===== src/rtl/lsu_axi_master_if.sv =====
// lsu_axi_master_if: AXI-lite channel bundle between the LSU (master) and dsram (slave).
//  Read address : araddr, arvalid, arready
//  Read data    : rdata, rresp, rvalid, rready
//  Write address: awaddr, awvalid, awready
//  Write data   : wdata, wstrb, wvalid, wready
//  Write resp   : bresp, bvalid, bready
interface lsu_axi_master_if #(
   parameter int ADDR_W = 32,
   parameter int DATA_W = 32
);
   logic [ADDR_W-1:0]   araddr, awaddr;
   logic [DATA_W-1:0]   rdata, wdata;
   logic [DATA_W/8-1:0] wstrb;
   logic [1:0]          rresp, bresp;
   logic                arvalid, arready, rvalid, rready;
   logic                awvalid, awready, wvalid, wready, bvalid, bready;
   modport master (
      output araddr, arvalid, rready, awaddr, awvalid, wdata, wstrb, wvalid, bready,
      input  arready, rdata, rresp, rvalid, awready, wready, bresp, bvalid
   );
   modport slave (
      input  araddr, arvalid, rready, awaddr, awvalid, wdata, wstrb, wvalid, bready,
      output arready, rdata, rresp, rvalid, awready, wready, bresp, bvalid
   );
endinterface


===== src/rtl/lsu_axi_master.sv =====
// lsu_axi_master: runs one LSU load/store request as a single AXI-lite transaction.
//  clk, rst_n            clock, asynchronous active-low reset
//  req_*                 request from EX (valid/ready, we, addr, wdata, size, unsigned)
//  rsp_*                 response to WB (valid/ready, rdata, err)
//  axi                   AXI-lite master channels (lsu_axi_master_if.master)
//  LSU_MISALIGN_TRAP_EN  when defined, misaligned half/word requests trap without bus access
module lsu_axi_master #(
   parameter int ADDR_W = 32,
   parameter int DATA_W = 32
) (
   input  logic              clk,
   input  logic              rst_n,
   input  logic              req_valid,
   output logic              req_ready,
   input  logic              req_we,
   input  logic [ADDR_W-1:0] req_addr,
   input  logic [DATA_W-1:0] req_wdata,
   input  logic [1:0]        req_size,
   input  logic              req_unsigned,
   output logic              rsp_valid,
   input  logic              rsp_ready,
   output logic [DATA_W-1:0] rsp_rdata,
   output logic              rsp_err,
   lsu_axi_master_if.master  axi
);
   typedef enum logic [2:0] {IDLE, RADDR, RDATA, WADDR, WRESP, RSP} state_t;
   state_t            st, nxt;
   logic [1:0]        off, size;
   logic              uns, aw_done, w_done, mis, hs;
   logic [7:0]        lb;
   logic [15:0]       lh;
   logic [DATA_W-1:0] ld;
   assign hs = req_valid & req_ready;
`ifdef LSU_MISALIGN_TRAP_EN
   assign mis = req_size == 2'b01 ? req_addr[0] : req_size[1] & |req_addr[1:0];
`else
   assign mis = 1'b0;
`endif
   // lane extraction from the latched offset; size 11 behaves as word via size[1]
   assign lb = axi.rdata[{off, 3'b000} +: 8];
   assign lh = axi.rdata[{off[1], 4'b0000} +: 16];
   assign ld = size[1] ? axi.rdata :
               size[0] ? {{(DATA_W-16){lh[15] & ~uns}}, lh} : {{(DATA_W-8){lb[7] & ~uns}}, lb};
   always_ff @(posedge clk or negedge rst_n)
      if (!rst_n) st <= IDLE;
      else        st <= nxt;
   always_comb begin
      nxt         = st;
      req_ready   = 1'b0;
      rsp_valid   = 1'b0;
      axi.arvalid = 1'b0;
      axi.rready  = 1'b0;
      axi.awvalid = 1'b0;
      axi.wvalid  = 1'b0;
      axi.bready  = 1'b0;
      case (st)
         IDLE: begin
            req_ready = 1'b1;
            if (req_valid) nxt = mis ? RSP : req_we ? WADDR : RADDR;
         end
         RADDR: begin
            axi.arvalid = 1'b1;
            if (axi.arready) nxt = RDATA;
         end
         RDATA: begin
            axi.rready = 1'b1;
            if (axi.rvalid) nxt = RSP;
         end
         WADDR: begin
            axi.awvalid = ~aw_done;
            axi.wvalid  = ~w_done;
            if ((aw_done | axi.awready) & (w_done | axi.wready)) nxt = WRESP;
         end
         WRESP: begin
            axi.bready = 1'b1;
            if (axi.bvalid) nxt = RSP;
         end
         RSP: begin
            rsp_valid = 1'b1;
            if (rsp_ready) nxt = IDLE;
         end
         default: nxt = IDLE;
      endcase
   end
   always_ff @(posedge clk or negedge rst_n)
      if (!rst_n) begin
         off        <= '0;
         size       <= '0;
         uns        <= 1'b0;
         aw_done    <= 1'b0;
         w_done     <= 1'b0;
         axi.araddr <= '0;
         axi.awaddr <= '0;
         axi.wdata  <= '0;
         axi.wstrb  <= '0;
         rsp_rdata  <= '0;
         rsp_err    <= 1'b0;
      end else begin
         // done flags remember a channel accepted earlier while the other still waits
         aw_done <= st == WADDR && nxt == WADDR && (aw_done || axi.awready);
         w_done  <= st == WADDR && nxt == WADDR && (w_done || axi.wready);
         if (hs) begin
            off       <= req_addr[1:0];
            size      <= req_size;
            uns       <= req_unsigned;
            rsp_rdata <= '0;
            rsp_err   <= mis;
            if (!mis && !req_we) axi.araddr <= {req_addr[ADDR_W-1:2], 2'b00};
            if (!mis && req_we) begin
               axi.awaddr <= {req_addr[ADDR_W-1:2], 2'b00};
               axi.wstrb  <= req_size[1] ? 4'b1111 :
                             req_size[0] ? 4'b0011 << {req_addr[1], 1'b0} : 4'b0001 << req_addr[1:0];
               axi.wdata  <= req_size[1] ? req_wdata :
                             req_size[0] ? {2{req_wdata[15:0]}} : {4{req_wdata[7:0]}};
            end
         end
         if (st == RDATA && axi.rvalid) begin
            rsp_rdata <= ld;
            rsp_err   <= |axi.rresp;
         end
         if (st == WRESP && axi.bvalid) rsp_err <= |axi.bresp;
      end
endmodule


===== src/flat_wrapper.sv =====
// flat-port wrapper written by rule: the top's interface ports become plain ports
module lsu_axi_master_flat 
#(
   parameter int ADDR_W = 32,
   parameter int DATA_W = 32
)
  (clk, rst_n, req_valid, req_ready, req_we, req_addr, req_wdata, req_size, req_unsigned, rsp_valid, rsp_ready, rsp_rdata, rsp_err, axi_araddr, axi_arvalid, axi_rready, axi_awaddr, axi_awvalid, axi_wdata, axi_wstrb, axi_wvalid, axi_bready, axi_arready, axi_rdata, axi_rresp, axi_rvalid, axi_awready, axi_wready, axi_bresp, axi_bvalid);
  lsu_axi_master_if #(.ADDR_W(ADDR_W), .DATA_W(DATA_W)) axi_i ();
  input  logic clk;
  input  logic rst_n;
  input  logic req_valid;
  output logic req_ready;
  input  logic req_we;
  input  logic [ADDR_W-1:0] req_addr;
  input  logic [DATA_W-1:0] req_wdata;
  input  logic [1:0] req_size;
  input  logic req_unsigned;
  output logic rsp_valid;
  input  logic rsp_ready;
  output logic [DATA_W-1:0] rsp_rdata;
  output logic rsp_err;
  output wire logic [$bits(axi_i.araddr)-1:0] axi_araddr;
  output wire logic [$bits(axi_i.arvalid)-1:0] axi_arvalid;
  output wire logic [$bits(axi_i.rready)-1:0] axi_rready;
  output wire logic [$bits(axi_i.awaddr)-1:0] axi_awaddr;
  output wire logic [$bits(axi_i.awvalid)-1:0] axi_awvalid;
  output wire logic [$bits(axi_i.wdata)-1:0] axi_wdata;
  output wire logic [$bits(axi_i.wstrb)-1:0] axi_wstrb;
  output wire logic [$bits(axi_i.wvalid)-1:0] axi_wvalid;
  output wire logic [$bits(axi_i.bready)-1:0] axi_bready;
  input wire logic [$bits(axi_i.arready)-1:0] axi_arready;
  input wire logic [$bits(axi_i.rdata)-1:0] axi_rdata;
  input wire logic [$bits(axi_i.rresp)-1:0] axi_rresp;
  input wire logic [$bits(axi_i.rvalid)-1:0] axi_rvalid;
  input wire logic [$bits(axi_i.awready)-1:0] axi_awready;
  input wire logic [$bits(axi_i.wready)-1:0] axi_wready;
  input wire logic [$bits(axi_i.bresp)-1:0] axi_bresp;
  input wire logic [$bits(axi_i.bvalid)-1:0] axi_bvalid;
  assign axi_araddr = axi_i.araddr;
  assign axi_arvalid = axi_i.arvalid;
  assign axi_rready = axi_i.rready;
  assign axi_awaddr = axi_i.awaddr;
  assign axi_awvalid = axi_i.awvalid;
  assign axi_wdata = axi_i.wdata;
  assign axi_wstrb = axi_i.wstrb;
  assign axi_wvalid = axi_i.wvalid;
  assign axi_bready = axi_i.bready;
  assign axi_i.arready = axi_arready;
  assign axi_i.rdata = axi_rdata;
  assign axi_i.rresp = axi_rresp;
  assign axi_i.rvalid = axi_rvalid;
  assign axi_i.awready = axi_awready;
  assign axi_i.wready = axi_wready;
  assign axi_i.bresp = axi_bresp;
  assign axi_i.bvalid = axi_bvalid;
  lsu_axi_master #(.ADDR_W(ADDR_W), .DATA_W(DATA_W)) u_core (.clk(clk), .rst_n(rst_n), .req_valid(req_valid), .req_ready(req_ready), .req_we(req_we), .req_addr(req_addr), .req_wdata(req_wdata), .req_size(req_size), .req_unsigned(req_unsigned), .rsp_valid(rsp_valid), .rsp_ready(rsp_ready), .rsp_rdata(rsp_rdata), .rsp_err(rsp_err), .axi(axi_i));
endmodule

===== config.mk =====
export PLATFORM = sky130hd
export DESIGN_NAME = lsu_axi_master_flat
export DESIGN_NICKNAME = d
export VERILOG_FILES = /design/src/rtl/lsu_axi_master_if.sv /design/src/rtl/lsu_axi_master.sv /design/src/flat_wrapper.sv
export SDC_FILE = /design/constraint.sdc
export NUM_CORES = 1
export LEC_CHECK = 0
export CORE_UTILIZATION = 35
export DETAILED_ROUTE_END_ITERATION = 10
export GPL_TIMING_DRIVEN = 0
export HOLD_SLACK_MARGIN = 0.05
export PLACE_DENSITY_LB_ADDON = 0.12
export SLEW_MARGIN = 20
export SYNTH_ARGS = -nofsm -noshare
export SYNTH_HDL_FRONTEND = slang
export SYNTH_SLANG_ARGS = --single-unit

===== constraint.sdc =====
create_clock -name clk -period 4.52 [get_ports clk]
set_clock_uncertainty 0.2 [all_clocks]
set_input_delay 0.904 -clock clk [delete_from_list [all_inputs] [get_ports clk]]
set_output_delay 0.904 -clock clk [all_outputs]
set_load 0.02 [all_outputs]

### Yosys cells after proc, flatten, opt, wreduce, memory -nomap -nowiden

Index checks and enable logic that the tools add are counted.

| cells by class | value |
|---|---|
| $add $sub $neg | 0 |
| multiply operators | 0 |
| divide/modulo/power cells | 0 |
| $lt $le $gt $ge | 0 |
| eq/ne operators | 6 |
| shift operators | 4 |
| muxes and demuxes | 26 |
| bitwise operators | 10 |
| reductions and logical operators | 14 |

Operator list:

| operator | count |
|---|---|
| 32-bit two-way mux | 6 |
| 32-bit by 6-bit indexed part select with 16-bit output | 1 |
| 32-bit by 6-bit indexed part select with 8-bit output | 1 |
| 3-bit two-way mux | 6 |
| 3-bit case mux with 6 select lines | 1 |
| 1-bit two-way mux | 10 |
| 3-bit by 2-bit equality test with 1-bit output (second input constant) | 3 |
| 4-bit two-way mux | 2 |
| 3-bit equality test (second input constant) | 2 |
| 1-bit logical AND | 5 |
| 1-bit AND | 4 |
| 1-bit inverter | 4 |
| 2-bit AND reduction | 2 |
| 2-bit OR reduction | 2 |
| 1-bit by 2-bit << shifter with 4-bit output (first input constant) | 1 |
| 2-bit by 2-bit << shifter with 4-bit output (first input constant) | 1 |
| 3-bit by 1-bit equality test with 1-bit output (second input constant) | 1 |
| 3-bit zero test | 1 |
| 3-bit nonzero test | 1 |
| 1-bit logical OR | 2 |
| 2-bit two-way mux | 1 |
| 1-bit bitwise OR | 2 |
| 2-bit nonzero test | 1 |

| word-level totals | value |
|---|---|
| bits in registers | 139 |
| latch bits | 0 |
| memory bits (writable) | 0 |
| ROM bits | 0 |
| input bits | 113 |
| output and inout port bits | 140 |
| word-level logic and storage cells | 72 |
| memories | 0 |

### Logic depth before layout (Yosys ltp)

Gate-level depths: netlist of run 1.

| logic depth | value |
|---|---|
| depth after elaboration | 7 |
| gate-level depth with buffers | 7 |
| depth with buffers taken out | 4 |

### Least setup slack after synthesis of run 1

Ideal clock, no wire load.

| path | value |
|---|---|
| kind | input-to-reg |
| start | input req_valid |
| end | register u_core.axi.araddr[10] |
| arrival time | 2,079 ps |
| setup slack | 2,116 ps |
| cell stages on the path | 5 |
| cells stage by stage | or4b_1 clkbuf_2 nor2_4 buf_6 mux2_2 |

| between the ends | value |
|---|---|
| longest elaborated chain between the ends | 2 |

RTL lines:

| element | RTL line | source |
|---|---|---|
| from (decl) | flat_wrapper.sv:11 | `input logic req_valid;` |
| 1-bit AND | lsu_axi_master.sv:33 | `assign hs = req_valid & req_ready;` |
| 2-bit AND reduction (no line) | - |  |
| to (signal assigned) | lsu_axi_master.sv:108 | `if (!mis && !req_we) axi.araddr <= {req_addr[ADDR_W-1:2], 2'b00};` |
| to (decl) | lsu_axi_master_if.sv:18 | `output araddr, arvalid, rready, awaddr, awvalid, wdata, wstrb, wvalid, bready,` |

No other way between the ends.
A chain may end at the register's enable or synchronous reset.

### Worst setup path after layout of run 1

| path | value |
|---|---|
| start | register u_core.st[2] |
| end | output axi_wvalid |

| between the ends | value |
|---|---|
| longest elaborated chain between the ends | 2 |

RTL lines:

| element | RTL line | source |
|---|---|---|
| from (decl) | lsu_axi_master.sv:27 | `state_t st, nxt;` |
| from (signal assigned) | lsu_axi_master.sv:46 | `else st <= nxt;` |
| 3-bit by 2-bit equality test with 1-bit output | lsu_axi_master.sv:56 | `case (st)` |
| 1-bit two-way mux | lsu_axi_master.sv:56 |  |
| to (decl) | flat_wrapper.sv:29 | `output wire logic [$bits(axi_i.wvalid)-1:0] axi_wvalid;` |

No other way between the ends.

==> results.sh, run 1 <==
export IMPL_drc=0
export IMPL_synth_cell_type_count=43
export IMPL_rsz0062_at_grt="no"
export IMPL_synth_fa_ha_area_share_pct=0
export IMPL_drt_iter0_markers=205
export IMPL_fill_cells=1479
export IMPL_avgSynthCellArea_sq_um=12.2
export IMPL_num_vias=5095
export IMPL_tightest_slew_ns=0.855
export IMPL_yosysSeqAreaShare_pct=55.9
export IMPL_use_met2_pct=31.5
export IMPL_synthFlopType="dfrtp_1"
export IMPL_crit_path_end_kind="primary output"
export IMPL_wl_per_cell_um=17.8
export IMPL_cts_inserted_buffers=17
export IMPL_initial_utilization_pct=35.8
export IMPL_synth_edf_count=0
export IMPL_reg2reg_depth=5
export IMPL_portBuffers=248
export IMPL_dieArea_sq_mm=0.0183
export IMPL_grt_pass1_wl_mm=28.6
export IMPL_synth_area_sq_mm=0.00622
export IMPL_synthArstFlopShare_pct=100
export IMPL_nets=894
export IMPL_grtUsageMet1_pct=25.5
export IMPL_layout_cells_non_filler=1018
export IMPL_areaGrowthSynthToFinish_pct=54.8
export IMPL_cts_setup_buffers=0
export IMPL_firstDrtPassIters=8
export IMPL_grt_max_degree=73
export IMPL_clock_sinks=139
export IMPL_fin_tns_setup_ns=0
export IMPL_cts_tree="yes"
export IMPL_yosysWarningCount=0
export IMPL_clock_path_buffers=2
export IMPL_synth_xor_area_share_pct=0
export IMPL_netlist_instances=510
export IMPL_p_leak_nw=4.15
export IMPL_min_period_ns=3.17
export IMPL_ctsRootBufferMaster="clkbuf_16"
export IMPL_h_tree_depth=4
export IMPL_die_w_um=135
export IMPL_synth_area_leader_cell="dfrtp_1"
export IMPL_status="finished, final reports clean"
export IMPL_synth_commonest_cells="139 x dfrtp_1, 74 x mux2_2, 48 x nand2_1"
export IMPL_cp_arrival_ns=2.07
export IMPL_crit_type="register to primary output"
export IMPL_cts_hold_buf=0
export IMPL_antenna_found_initial=0
export IMPL_synth_simple_area_share_pct=7.58
export IMPL_hold_viol=0
export IMPL_synthMuxAreaShare_pct=18.9
export IMPL_p_per_area_mw_per_mm2=725
export IMPL_dp_cells=987
export IMPL_grt_ovfl_total=0
export IMPL_final_area_sq_mm=0.00963
export IMPL_dpl_hpwl_mm=13.8
export IMPL_synth_top_area_share_pct=55.9
export IMPL_fp_dieH_um=135
export IMPL_synth_top_family_by_area="multiplexers"
export IMPL_required_ns=3.42
export IMPL_period_share_pct=70.1
export IMPL_yosys_top_cells_area="dfrtp_1 56%, mux2_2 13%, mux2i_1 5.5%"
export IMPL_clk_pin_slew_ns=0.06
export IMPL_start_kind="register"
export IMPL_grt_total_usage_pct=20.5
export IMPL_grt_pass1_vias=5334
export IMPL_grt_busiest_layer="met2"
export IMPL_synth_compound_area_share_pct=13.0
export IMPL_ys_seq_elements=139
export IMPL_drv_slew=0
export IMPL_final_setup_viol_count=0
export IMPL_cap_viol_max_count=0
export IMPL_final_antenna_net_count=0
export IMPL_viasPerCell=5.00
export IMPL_ir_worst_vdd_mv=0.350
export IMPL_gp_congestion=0.812
export IMPL_rows=48
export IMPL_fmax_mhz=315
export IMPL_num_io_pins=253
export IMPL_use_met3_pct=8.19
export IMPL_cp_max_fo=10
export IMPL_layout_drive_gt1_share_pct=19.7
export IMPL_num_antenna_cells=0
export IMPL_placed_area_sq_mm=0.00903
export IMPL_coreArea_sq_mm=0.0174
export IMPL_maxSlewHeadroom_pct=42.8
export IMPL_cts_resized=0
export IMPL_insertion_delay_ns=0.41
export IMPL_whs_ns=0.224
export IMPL_wl_mm=18.2
export IMPL_synth_most_common_cell="dfrtp_1"
export IMPL_hp_class="input port to asynchronous set/reset pin"
## cell families (layout without fill, tap and decap cells)
logic type             after synthesis  after routing
DFF                                139            139
muxes                              108            108
buffers and inverters               50            330
AOI/OAI and AO/OA                  109            109
other                                1              4
and+or+nand+nor                    103            103
## critical path: stages, from the launching register on
cell and delay [ns]:
dfrtp_1 0.40, clkbuf_1 0.23, nand3b_1 0.28, nor2_1 0.12
clkdlybuf4s50_1 0.63
## layout by cell type, fill, tap and decap left out, drive strengths merged, types with 10 or more instances in the layout
cell type      instances
nor3                  10
mux2                  74
clkdlybuf4s50        247
inv                   11
a21oi                 21
buf                   27
a221o                 17
nand2                 48
nor2                  26
clkbuf                35
mux2i                 34
o21ai                 32
dfrtp                139
## power breakdown
group | switching (mW) | total, mW | internal (mW) | leakage (nW)
clock | 0.531 | 1.42 | 0.892 | 0.284
combinational | 1.64 | 3.36 | 1.72 | 2.13
sequential | 0.355 | 2.20 | 1.85 | 1.73
total | 2.52 | 6.98 | 4.46 | 4.15
## cell type report
cell class / instances / area [sq um] / area share [%]
clock inverter: 11 / 144 / 1.49
tap: 225 / 282 / 2.92
multi-input combinational: 324 / 2470 / 25.6
inverter: 10 / 37.5 / 0.390
sequential: 139 / 3480 / 36.1
clock buffer: 20 / 457 / 4.74
buffer: 40 / 248 / 2.57
timing repair buffer: 249 / 2510 / 26.1
## final timing paths
| check | start | to | slack [ns] |
|---|---|---|---|
| worst max-delay path | u_core.st[2] | axi_wvalid | 1.35 |
| worst min-delay path | rst_n | u_core.rsp_rdata[13] | 0.22 |
| worst max register to register | u_core.st[0] | u_core.axi.wdata[6] | 2.25 |
| worst min register to register | u_core.axi.wdata[28] | u_core.axi.wdata[28] | 0.28 |
| max in group asynchronous | rst_n | u_core.axi.araddr[31] | 3.16 |
| min in group clk | u_core.axi.wdata[28] | u_core.axi.wdata[28] | 0.28 |
## layer usage
layer | share of wire (%) | vias to the layer above
met1 | 42 | 2498
met5 | 0 | -
met2 | 46 | 195
li1 | - | 2371
met3 | 9.2 | 31
met4 | 2.2 | 0
## state kept, by name, summed over array words and instances, names as in the netlist
name               count
u_core.axi.wstrb       4
u_core.size            2
u_core.axi.araddr     30
u_core.axi.awaddr     30
u_core.uns             1
u_core.axi.wdata      32
u_core.st              3
u_core.off             2
u_core.rsp_rdata      32
u_core.rsp_err         1
u_core.aw_done         1
u_core.w_done          1
## through the flow
step                      worst slack [ns]  power, mW  util, %
after detailed placement              1.40       5.60     52.0
after floorplan                       2.12       3.94        -
after global placement               -3.14       5.52     51.8
after global routing                  1.23       7.36     55.5
final                                 1.35       6.98     55.5
after CTS                             1.34       7.06     55.5
Note: power is estimated with default switching activity, not from simulation.
==> run 2, diff against run 1 <==
clock period = 3.2 ns   (was 4.52 ns; I/O delays follow)
==> run 2 against run 1 <==
  * Non-clock buffer count rose by 1
  * Sequential power rose by 41%
  * Register-to-register slack got worse by 1.3 ns
  * Global-route usage barely moved
  * Hold slack improved by 0.055 ns
  * First-iteration DRC count fell by 8.8%
  * Cell area rose by 0.10%
  * Routed wire length did not move
  * Clock power rose by 42%
  * Sequential cell count did not move
  * Critical path depth did not move
  * Total power rose by 41%
  * Largest cell class unchanged
==> results.sh, run 2 (synthesis gave the netlist of run 1 again) <==
export IMPL_use_met2_pct=31.6
export IMPL_p_leak_nw=4.15
export IMPL_h_tree_depth=4
export IMPL_cp_arrival_ns=2.05
export IMPL_grt_pass1_wl_mm=28.6
export IMPL_p_per_area_mw_per_mm2=1020
export IMPL_final_common_cell="clkdlybuf4s50_1"
export IMPL_hold_viol=0
export IMPL_cp_max_fo=10
export IMPL_cap_viol_max_count=0
export IMPL_clk_pin_slew_ns=0.06
export IMPL_multiInputGateArea_sq_mm=0.00247
export IMPL_portBuffers=248
export IMPL_die_w_um=135
export IMPL_swShare_pct=36.1
export IMPL_reg2reg_depth=5
export IMPL_areaGrowthSynthToFinish_pct=54.9
export IMPL_gp_congestion=0.812
export IMPL_fp_dieH_um=135
export IMPL_firstDrtPassIters=6
export IMPL_ir_worst_vdd_mv=0.493
export IMPL_grt_total_usage_pct=20.5
export IMPL_dieArea_sq_mm=0.0183
export IMPL_rows=48
export IMPL_initial_utilization_pct=35.8
export IMPL_drt_iter0_markers=187
export IMPL_reg_top3="u_core.axi.wdata x32, u_core.rsp_rdata x32"
export IMPL_viasPerCell=5.04
export IMPL_reg2reg_slack_ns=0.92
export IMPL_drv_slew=0
export IMPL_wl_mm=18.2
export IMPL_intPower_mw=6.30
export IMPL_num_io_pins=253
export IMPL_r2r_end="u_core.axi.wdata[5]"
export IMPL_num_antenna_cells=0
export IMPL_startpoint="u_core.st[2]"
export IMPL_insertion_delay_ns=0.41
export IMPL_cts_resized=0
export IMPL_rsz0062_at_grt="no"
export IMPL_grt_ovfl_total=0
export IMPL_tightest_slew_ns=0.860
export IMPL_status="finished, final reports clean"
export IMPL_final_setup_viol_count=0
export IMPL_final_antenna_net_count=0
export IMPL_p_seq_share_pct=31.5
export IMPL_p_sw_mw=3.56
export IMPL_antenna_found_initial=0
export IMPL_cts_tree="yes"
export IMPL_timing_rr_start="u_core.st[0]"
export IMPL_use_met3_pct=8.19
export IMPL_period_share_pct=90.4
export IMPL_fin_tns_setup_ns=0
export IMPL_drc=0
export IMPL_clock_path_buffers=2
export IMPL_wl_per_cell_um=17.8
export IMPL_whs_ns=0.279
export IMPL_hp_class="register to register"
export IMPL_final_cell_mix="247 x clkdlybuf4s50_1, 139 x dfrtp_1, 74 x mux2_2"
export IMPL_fill_cells=1478
export IMPL_cts_inserted_buffers=17
export IMPL_grt_busiest_layer="met2"
export IMPL_final_area_sq_mm=0.00964
export IMPL_crit_type="register to primary output"
export IMPL_dpl_hpwl_mm=13.8
export IMPL_power_mw=9.86
export IMPL_pwr_share_clk_pct=20.4
export IMPL_nets=895
export IMPL_fmax_mhz=346
export IMPL_grtUsageMet1_pct=25.5
export IMPL_register_area_sq_mm=0.00348
export IMPL_placed_area_sq_mm=0.00903
export IMPL_layout_drive_gt1_share_pct=19.6
export IMPL_ctsRootBufferMaster="clkbuf_16"
export IMPL_required_ns=2.36
export IMPL_crit_path_end_kind="primary output"
export IMPL_clock_sinks=139
export IMPL_grt_max_degree=73
export IMPL_maxSlewHeadroom_pct=42.5
export IMPL_grt_pass1_vias=5346
export IMPL_combPwrFrac_pct=48.1
export IMPL_start_kind="register"
export IMPL_min_period_ns=2.89
export IMPL_coreArea_sq_mm=0.0174
export IMPL_num_vias=5139
export IMPL_crit_path_end="axi_wvalid"
run 2: cell types whose count changed in the layout (fill, tap and decap cells not counted), sizes merged:
cell / change
dlygate4sd3: +1
run 2: worst min-delay path by stage:
stage,depth (start not counted),endpoint,start
2_1_floorplan,0,u_core.aw_done,rst_n
3_3_place_gp,2,u_core.axi.wdata[25],u_core.axi.wdata[25]
3_5_place_dp,2,u_core.axi.wdata[28],u_core.axi.wdata[28]
4_1_cts,2,u_core.axi.wdata[28],u_core.axi.wdata[28]
5_1_grt,2,u_core.axi.wdata[28],u_core.axi.wdata[28]
6_report,2,u_core.axi.wdata[28],u_core.axi.wdata[28]
run 2: routing by layer:
layer / vias up / wire (um)
li1: 2373 / -
met2: 200 / 8370
met3: 31 / 1650
met4: 0 / 411
met1: 2535 / 7740
met5: - / 0
run 2: critical path, stage by stage, from the launching register on:
cell,delay [ns]
dfrtp_1,0.40
clkbuf_1,0.22
nand3b_1,0.27
nor2_1,0.12
clkdlybuf4s50_1,0.63
run 2: area by class of cell:
class                           count  area share (%)
Sequential cell                   139            36.1
Timing Repair Buffer              250            26.2
Multi-Input combinational cell    324            25.6
Clock buffer                       20            4.74
Tap cell                          225            2.92
Buffer                             40            2.57
Clock inverter                     11            1.49
Inverter                           10           0.389
run 2: what timing repair did:
action	in CTS	in global routing
hold buffers	1	0
hold endpoints to repair	67	0
setup buffers	0	0
run 2: power by group through the flow:
stage / clock (mW) / combinational (mW) / sequential [mW]
after CTS: 2.06 / 4.80 / 3.11
final: 2.01 / 4.75 / 3.11
after global placement: 0 / 4.72 / 3.08
after floorplan: 0 / 1.51 / 4.05
after detailed placement: 0 / 4.77 / 3.13
after global routing: 2.13 / 5.05 / 3.22
run 2: per-stage QoR:
stage | util (%) | setup WS (ns) | instances
floorplan | - | 1.02 | 513
global placement | 51.8 | -4.20 | 986
detailed placement | 52.0 | 0.340 | 987
CTS | 55.5 | 0.285 | 1019
global route | 55.5 | 0.176 | 1019
finish | 55.5 | 0.307 | 1019
